`config.mk`:
```
export PLATFORM = sky130hd
export DESIGN_NAME = bd_arbiter
export DESIGN_NICKNAME = d
export VERILOG_FILES = /design/src/rtl/bd_arbiter.sv
export SDC_FILE = /design/constraint.sdc
export NUM_CORES = 1
export LEC_CHECK = 0
export CAP_MARGIN = 20
export CORE_UTILIZATION = 32
export CTS_CLUSTER_SIZE = 14
export DETAILED_ROUTE_END_ITERATION = 8
export PLACE_DENSITY_LB_ADDON = 0.08
export SKIP_LAST_GASP = 1
export SYNTH_ARGS = -nofsm -noshare
export SYNTH_HDL_FRONTEND = slang
export SYNTH_SLANG_ARGS = --single-unit
```
`constraint.sdc`:
```
create_clock -name clk -period 1.93 [get_ports clk]
set_input_delay 0.2895 -clock clk [delete_from_list [all_inputs] [get_ports clk]]
set_output_delay 0.2895 -clock clk [all_outputs]
set_load 0.01 [all_outputs]
```
`src/rtl/bd_arbiter.sv`:
```
// rtl/bd_arbiter.sv - Two-client round-robin arbiter and sequencer for the MMC block device (optional watchdog: BD_ARB_WATCHDOG_EN)
module bd_arbiter #(
   parameter int TIMEOUT_W = 24
) (
   input  logic        clk,
   input  logic        reset,
   input  logic        a_req,
   input  logic [1:0]  a_cmd,
   input  logic [23:0] a_addr,
   input  logic        a_rd,
   input  logic        a_wr,
   input  logic [15:0] a_wdata,
   output logic        a_gnt,
   output logic        a_iordy,
   output logic        a_done,
   output logic        a_err,
   input  logic        b_req,
   input  logic [1:0]  b_cmd,
   input  logic [23:0] b_addr,
   input  logic        b_rd,
   input  logic        b_wr,
   input  logic [15:0] b_wdata,
   output logic        b_gnt,
   output logic        b_iordy,
   output logic        b_done,
   output logic        b_err,
   output logic [15:0] rdata,
   output logic [1:0]  bd_cmd,
   output logic [23:0] bd_addr,
   output logic        bd_start,
   output logic        bd_rd,
   output logic        bd_wr,
   output logic [15:0] bd_data_in,
   input  logic        bd_bsy,
   input  logic        bd_rdy,
   input  logic        bd_iordy,
   input  logic        bd_err,
   input  logic [15:0] bd_data_out
);

`ifdef BD_ARB_WATCHDOG_EN
   typedef enum logic [2:0] {IDLE, ARM, START, WAITB, XFER, DONE, RECOVER} state_t;
`else
   typedef enum logic [2:0] {IDLE, ARM, START, WAITB, XFER, DONE} state_t;
`endif

   state_t      state;
   logic [1:0]  cmd_q;
   logic [23:0] addr_q;
   logic        err_q;
   logic        last_b;

   logic        a_ok;
   logic        b_ok;
   logic        a_bad;
   logic        b_bad;
   logic        pick_a;
   logic        pick_b;
   logic        in_xfer;
   logic        err_next;

`ifdef BD_ARB_WATCHDOG_EN
   logic [TIMEOUT_W-1:0] wd_cnt;
   logic                 rec_bsy;
   logic                 wd_run;
   assign wd_run = (state == ARM) || (state == WAITB) || (state == XFER);
`endif

   // Legal requests compete; the client not granted last wins a tie
   assign a_ok   = a_req && (a_cmd != 2'b11);
   assign b_ok   = b_req && (b_cmd != 2'b11);
   assign a_bad  = a_req && (a_cmd == 2'b11);
   assign b_bad  = b_req && (b_cmd == 2'b11);
   assign pick_a = a_ok && (!b_ok || last_b);
   assign pick_b = b_ok && !pick_a;

   // Only the granted client's strobes and data reach the device, and only in XFER
   assign in_xfer    = (state == XFER);
   assign bd_rd      = in_xfer && ((a_gnt && a_rd) || (b_gnt && b_rd));
   assign bd_wr      = in_xfer && ((a_gnt && a_wr) || (b_gnt && b_wr));
   assign bd_data_in = !in_xfer ? 16'h0000 : (a_gnt ? a_wdata : (b_gnt ? b_wdata : 16'h0000));
   assign a_iordy    = a_gnt && bd_iordy;
   assign b_iordy    = b_gnt && bd_iordy;
   assign rdata      = bd_data_out;
   assign err_next   = err_q || bd_err;

   // cmd/addr are held in registers so they stay put the cycle after bd_start
   assign bd_cmd  = cmd_q;
   assign bd_addr = addr_q;

   // Sequencer: grant, start handshake, transfer, completion report
   always_ff @(posedge clk) begin
      if (reset) begin
         state    <= IDLE;
         a_gnt    <= 1'b0;
         b_gnt    <= 1'b0;
         a_done   <= 1'b0;
         b_done   <= 1'b0;
         a_err    <= 1'b0;
         b_err    <= 1'b0;
         bd_start <= 1'b0;
         cmd_q    <= 2'b00;
         addr_q   <= 24'h000000;
         err_q    <= 1'b0;
         last_b   <= 1'b1;
`ifdef BD_ARB_WATCHDOG_EN
         wd_cnt   <= '0;
         rec_bsy  <= 1'b0;
`endif
      end else begin
         a_done   <= 1'b0;
         b_done   <= 1'b0;
         a_err    <= 1'b0;
         b_err    <= 1'b0;
         bd_start <= 1'b0;
         case (state)
            IDLE: begin
               if (a_bad) begin
                  a_done <= 1'b1;
                  a_err  <= 1'b1;
               end
               if (b_bad) begin
                  b_done <= 1'b1;
                  b_err  <= 1'b1;
               end
               if (pick_a || pick_b) begin
                  a_gnt  <= pick_a;
                  b_gnt  <= pick_b;
                  cmd_q  <= pick_a ? a_cmd : b_cmd;
                  addr_q <= pick_a ? a_addr : b_addr;
                  state  <= ARM;
`ifdef BD_ARB_WATCHDOG_EN
                  wd_cnt <= '0;
`endif
               end
            end
            ARM: begin
               if (!bd_bsy) begin
                  state    <= START;
                  bd_start <= 1'b1;
               end
            end
            START: state <= WAITB;
            WAITB: begin
               if (bd_bsy) state <= XFER;
            end
            XFER: begin
               err_q <= err_next;
               if (!bd_bsy) begin
                  state  <= DONE;
                  a_done <= a_gnt;
                  b_done <= b_gnt;
                  a_err  <= a_gnt && err_next;
                  b_err  <= b_gnt && err_next;
               end
            end
            DONE: begin
               a_gnt  <= 1'b0;
               b_gnt  <= 1'b0;
               err_q  <= 1'b0;
               last_b <= b_gnt;
               cmd_q  <= 2'b00;
               addr_q <= 24'h000000;
               state  <= IDLE;
            end
`ifdef BD_ARB_WATCHDOG_EN
            RECOVER: begin
               wd_cnt <= wd_cnt + 1'b1;
               if (bd_bsy) rec_bsy <= 1'b1;
               if ((rec_bsy && !bd_bsy) || (&wd_cnt)) begin
                  a_gnt  <= 1'b0;
                  b_gnt  <= 1'b0;
                  last_b <= b_gnt;
                  cmd_q  <= 2'b00;
                  addr_q <= 24'h000000;
                  state  <= IDLE;
               end
            end
`endif
            default: state <= IDLE;
         endcase
`ifdef BD_ARB_WATCHDOG_EN
         if (wd_run) begin
            wd_cnt <= wd_cnt + 1'b1;
            if (&wd_cnt) begin
               state    <= RECOVER;
               a_done   <= a_gnt;
               b_done   <= b_gnt;
               a_err    <= a_gnt;
               b_err    <= b_gnt;
               err_q    <= 1'b0;
               cmd_q    <= 2'b00;
               bd_start <= 1'b1;
               wd_cnt   <= '0;
               rec_bsy  <= 1'b0;
            end
         end
`endif
      end
   end

endmodule

```
# Word level (Yosys, flattened, before mapping)
# Index checks and enable logic that the tools add are counted.
[totals] reg_bits=38 in_bits=112 wordCells=85 out_inout_bits=69
[classes] reduce_logical=29 eq_ne=13 muxes=30 n_bitwise=1
[ops] operator="2-to-1 mux 16 bit" n=3
[ops] operator="2-to-1 mux 24 bit" n=2
[ops] operator="case mux 24 bit (2 select lines)" n=1
[ops] operator="logical AND 1 bit" n=16
[ops] operator="case mux 3 bit (5 select lines)" n=1
[ops] operator="case mux 1 bit (2 select lines)" n=7
[ops] operator="2-to-1 mux 3 bit" n=4
[ops] operator="!= test 2 bit (second input constant)" n=6
[ops] operator="2-to-1 mux 1 bit" n=9
[ops] operator="equality test 3 x 2 -> 1 bit (second input constant)" n=2
[ops] operator="equality test 3 bit (second input constant)" n=2
[ops] operator="logical OR 1 bit" n=5
[ops] operator="equality test 2 bit (second input constant)" n=2
[ops] operator="2-to-1 mux 2 bit" n=2
[ops] operator="case mux 2 bit (2 select lines)" n=1
[ops] operator="AND reduction 4 bit" n=1
[ops] operator="nonzero test 2 bit" n=2
[ops] operator="equality test 3 x 1 -> 1 bit (second input constant)" n=1
[ops] operator="logical NOT 3 bit" n=1
[ops] operator="logical NOT 1 bit" n=2
[ops] operator="AND reduction 2 bit" n=1
[ops] operator="OR reduction 2 bit" n=1
[ops] operator="inverter 1 bit" n=1

# Logic depth before layout (Yosys ltp)
[depth] depth_word=10 depth_mapped=7

# Worst setup path after synthesis
# OpenSTA, ideal clock, no wires.
[synth_path] kind="reg-to-output" startpoint="register b_gnt" endpoint="output bd_data_in[10]" arrival_time_ps=1384 path_stages_with_launch=6 slack_ps=257 n_path_buf=2 cell_sequence="dfxtp_1 -> nor2b_1 -> clkbuf_1 -> clkbuf_1 -> a22oi_1 -> nor2_1"
[synth_between] elab_chain_len=3
[synth_rtl] item="from (decl)" line="23" text="output logic b_gnt,"
[synth_rtl] item="from (signal assigned)" line="128" text="b_gnt <= pick_b;"
[synth_rtl] item="2-to-1 mux 16 bit (3 in series)" line="81" text="assign bd_data_in = !in_xfer ? 16'h0000 : (a_gnt ? a_wdata : (b_gnt ? b_wdata : 16'h0000));"
[synth_rtl] item="to (decl)" line="33" text="output logic [15:0] bd_data_in,"
# Every way passes these cells.

# Worst setup path after layout
[layout_path] startpoint="register a_gnt" endpoint="output a_iordy"
[layout_between] elab_chain_len=1
[layout_rtl] item="from (decl)" line="13" text="output logic a_gnt,"
[layout_rtl] item="from (signal assigned)" line="127" text="a_gnt <= pick_a;"
[layout_rtl] item="logical AND 1 bit" line="82" text="assign a_iordy = a_gnt && bd_iordy;"
[layout_rtl] item="to (decl)" line="14" text="output logic a_iordy,"
# Every way passes these cells.

==> flow_metrics.py <==
metrics = {
    "status": {
        "status": "complete, no violations",
    },
    "route": {
        "wire_per_inst_um": 14.0,
        "ant_nets": 0,
        "first_pass_iters": 4,
        "met3_length_um": 622,
        "dr_wl_met2_mm": 3.18,
        "routed_wl_mm": 6.32,
        "post_drt_via_cell_ratio": 4.95,
        "drt_iter0_markers": 44,
        "topRoutingLayerUsed": "met4",
        "m1WireLength_mm": 2.46,
        "drc": 0,
        "vias": 2234,
    },
    "timing": {
        "fin_ws_ns": 0.0893,
        "drv_slew": 0,
        "setup_violations": 0,
        "period_share_pct": 95.4,
        "fin_tns_setup_ns": 0,
        "rsz0062_at_grt": "yes",
        "fmax_mhz": 543,
        "period_needed_ns": 1.84,
        "hold_violations": 0,
        "slew_headroom_pct": 74.0,
        "finClkSkew_ns": 0.00707,
        "worst_slew_pin_slew_ns": 0.381,
    },
    "setup_path": {
        "arrival_ns": 1.55,
        "cp-start-kind": "flip-flop",
        "cp-end-kind": "output port",
        "path_max_fanout": 20,
        "cp_data_required_time_ns": 1.64,
        "setup.worst_path.class": "reg2out",
    },
    "grt": {
        "grt_max_degree": 30,
        "overflow": 0,
        "antenna_found_initial": 0,
        "grt_pass1_vias": 2098,
        "grt_pass1_wl_mm": 9.53,
        "grt_usage_pct": 18.5,
    },
    "logic_synthesis": {
        "async_flop_share_pct": 0,
        "synth_most_common_cell": "nor2_1",
        "synth_cells": 240,
        "ys_types": 39,
        "synth_flop_cell": "dfxtp_1",
        "synthTopCellsByCount": "nor2_1, dfxtp_1, nor3_1, buf_4, o22ai_2",
        "netlist_top_cells_area": "dfxtp_1, o22ai_2, nor2_1",
        "synth_top_area_share_pct": 36.5,
        "ys_seq_elements": 38,
        "avgSynthCellArea_um2": 8.70,
        "synth_area_mm2": 0.00209,
        "synth_edf_count": 0,
        "mappedNetlistNets": 352,
        "yosysSeqAreaShare_pct": 36.5,
        "synth_top_cell_by_area": "dfxtp_1",
        "synth.yosys.warnings": 0,
    },
    "floorplanning": {
        "start_util_pct": 33.1,
        "die_x_um": 82.8,
        "io-pin-count": 181,
        "die_h_um": 82.8,
        "rows": 29,
        "core_mm2": 0.00631,
        "die_area_mm2": 0.00685,
    },
    "cells_and_area": {
        "final_layout_size_suffix_gt1_share_pct": 13.6,
        "nets": 487,
        "area_growth_pct": 73.7,
        "largest_register_ffs": 24,
        "num_antenna_cells": 0,
        "fillers": 611,
    },
    "clock_network": {
        "h-tree-depth": 2,
        "insertion_delay_ns": 0.29,
        "clkTransAtPathRegs_ns": 0.07,
        "cts-buffers-inserted": 5,
        "cts.sinks": 38,
        "cts_tree": "yes",
        "cts_root_buf": "clkbuf_8",
        "cts_buffer_depth": 2,
    },
    "power_and_ir_drop": {
        "ir_drop_mv": 0.374,
        "leakagePower_nw": 1.34,
        "p_per_area_mw_per_mm2": 637,
    },
    "placed_design": {
        "pre_cts_slack_ns": -0.0293,
        "post-dp-hpwl_mm": 4.81,
        "portBuffers": 147,
        "gp_congestion": 0.771,
    },
    "worst_hold_path": {
        "hold_path.class": "reg2reg",
    },
    "run": {
        "maxCapViolations": 0,
    },
}
==> metal layers <==
layer / global-route usage (%) / vias to the layer above
li1: - / 1116
met1: 18.9 / 1007
met2: 35.8 / 105
met3: 5.82 / 6
met4: 5.17 / 0
met5: 0 / -
==> power by group <==
group | internal, W | switching [W]
sequential | 0.000875 | 0.0000422
clock | 0.000276 | 0.000264
combinational | 0.000503 | 0.000351
==> logic make-up after synthesis <==
kind of cell,Yosys count,synth area share (%)
flip-flops,38,36.5
buffers and inverters,38,12.7
XOR/XNOR,1,0.420
AO/OA/AOI/OAI,64,27.2
multiplexers,3,1.44
AND/OR/NAND/NOR,96,21.8
==> critical path: stages (launching register included) <==
cell	delay [ns]
dfxtp_2	0.39
buf_6	0.20
and2_1	0.14
clkdlybuf4s50_1	0.54
==> cell usage in the layout (no fill, tap or decap), types with 2 or more instances in the layout <==
master	count
o21a_1	2
buf_6	2
buf_12	2
a21oi_1	7
nand4_1	2
dlygate4sd2_1	8
and2_1	2
nand2_1	6
nand2b_1	3
o21ai_0	2
buf_4	13
o22ai_2	19
clkdlybuf4s15_1	9
nor3_1	25
a211oi_1	2
inv_1	2
or2_2	2
o22ai_1	5
mux2i_1	3
clkdlybuf4s50_1	129
nor2_1	48
clkbuf_8	6
a22oi_1	18
dfxtp_1	37
==> metrics by stage <==
step | hold WS [ns] | util (%) | cells | instance area (um2) | total power (W)
final | 0.486 | 57.4 | 451 | 3630 | 0.00231
after global routing | 0.501 | 57.4 | 451 | 3630 | 0.00246
after CTS | 0.481 | 57.3 | 451 | 3620 | 0.00235
after detailed placement | 0.463 | 56.2 | 445 | 3550 | 0.00180
after global placement | 0.449 | 56.2 | 445 | 3550 | 0.00179
after floorplan | 0.406 | - | 240 | 2090 | 0.00137
==> layout make-up <==
class	count	area [um2]	share of cell area, %
inverter	2	7.51	0.207
sequential	38	762	21.0
timing repair buffer	164	1620	44.6
multi-input combinational	164	1060	29.3
clock buffer	6	82.6	2.28
tap	77	96.3	2.66
==> what timing repair did <==
item | CTS | global route
pin swaps | 0 | 0
gates resized for setup | 21 | 11
setup buffers | 0 | 0
hold buffers | 0 | 0
setup endpoints to repair | 19 | 10
==> path summary, 6_finish.rpt <==
path | startpoint | endpoint | slack, ns | cells past startpoint
worst max register to register | state[2]$_SDFFE_PP0P_ | bd_addr[2]$_SDFFE_PP0P_ | 0.21 | 5
worst min register to register | err_q$_SDFFE_PP0P_ | err_q$_SDFFE_PP0P_ | 0.49 | 2
worst min-delay path | err_q$_SDFFE_PP0P_ | err_q$_SDFFE_PP0P_ | 0.49 | 2
worst max-delay path | a_gnt$_SDFFE_PP0P_ | a_iordy | 0.09 | 3
Power figures use the tool's default switching activity.
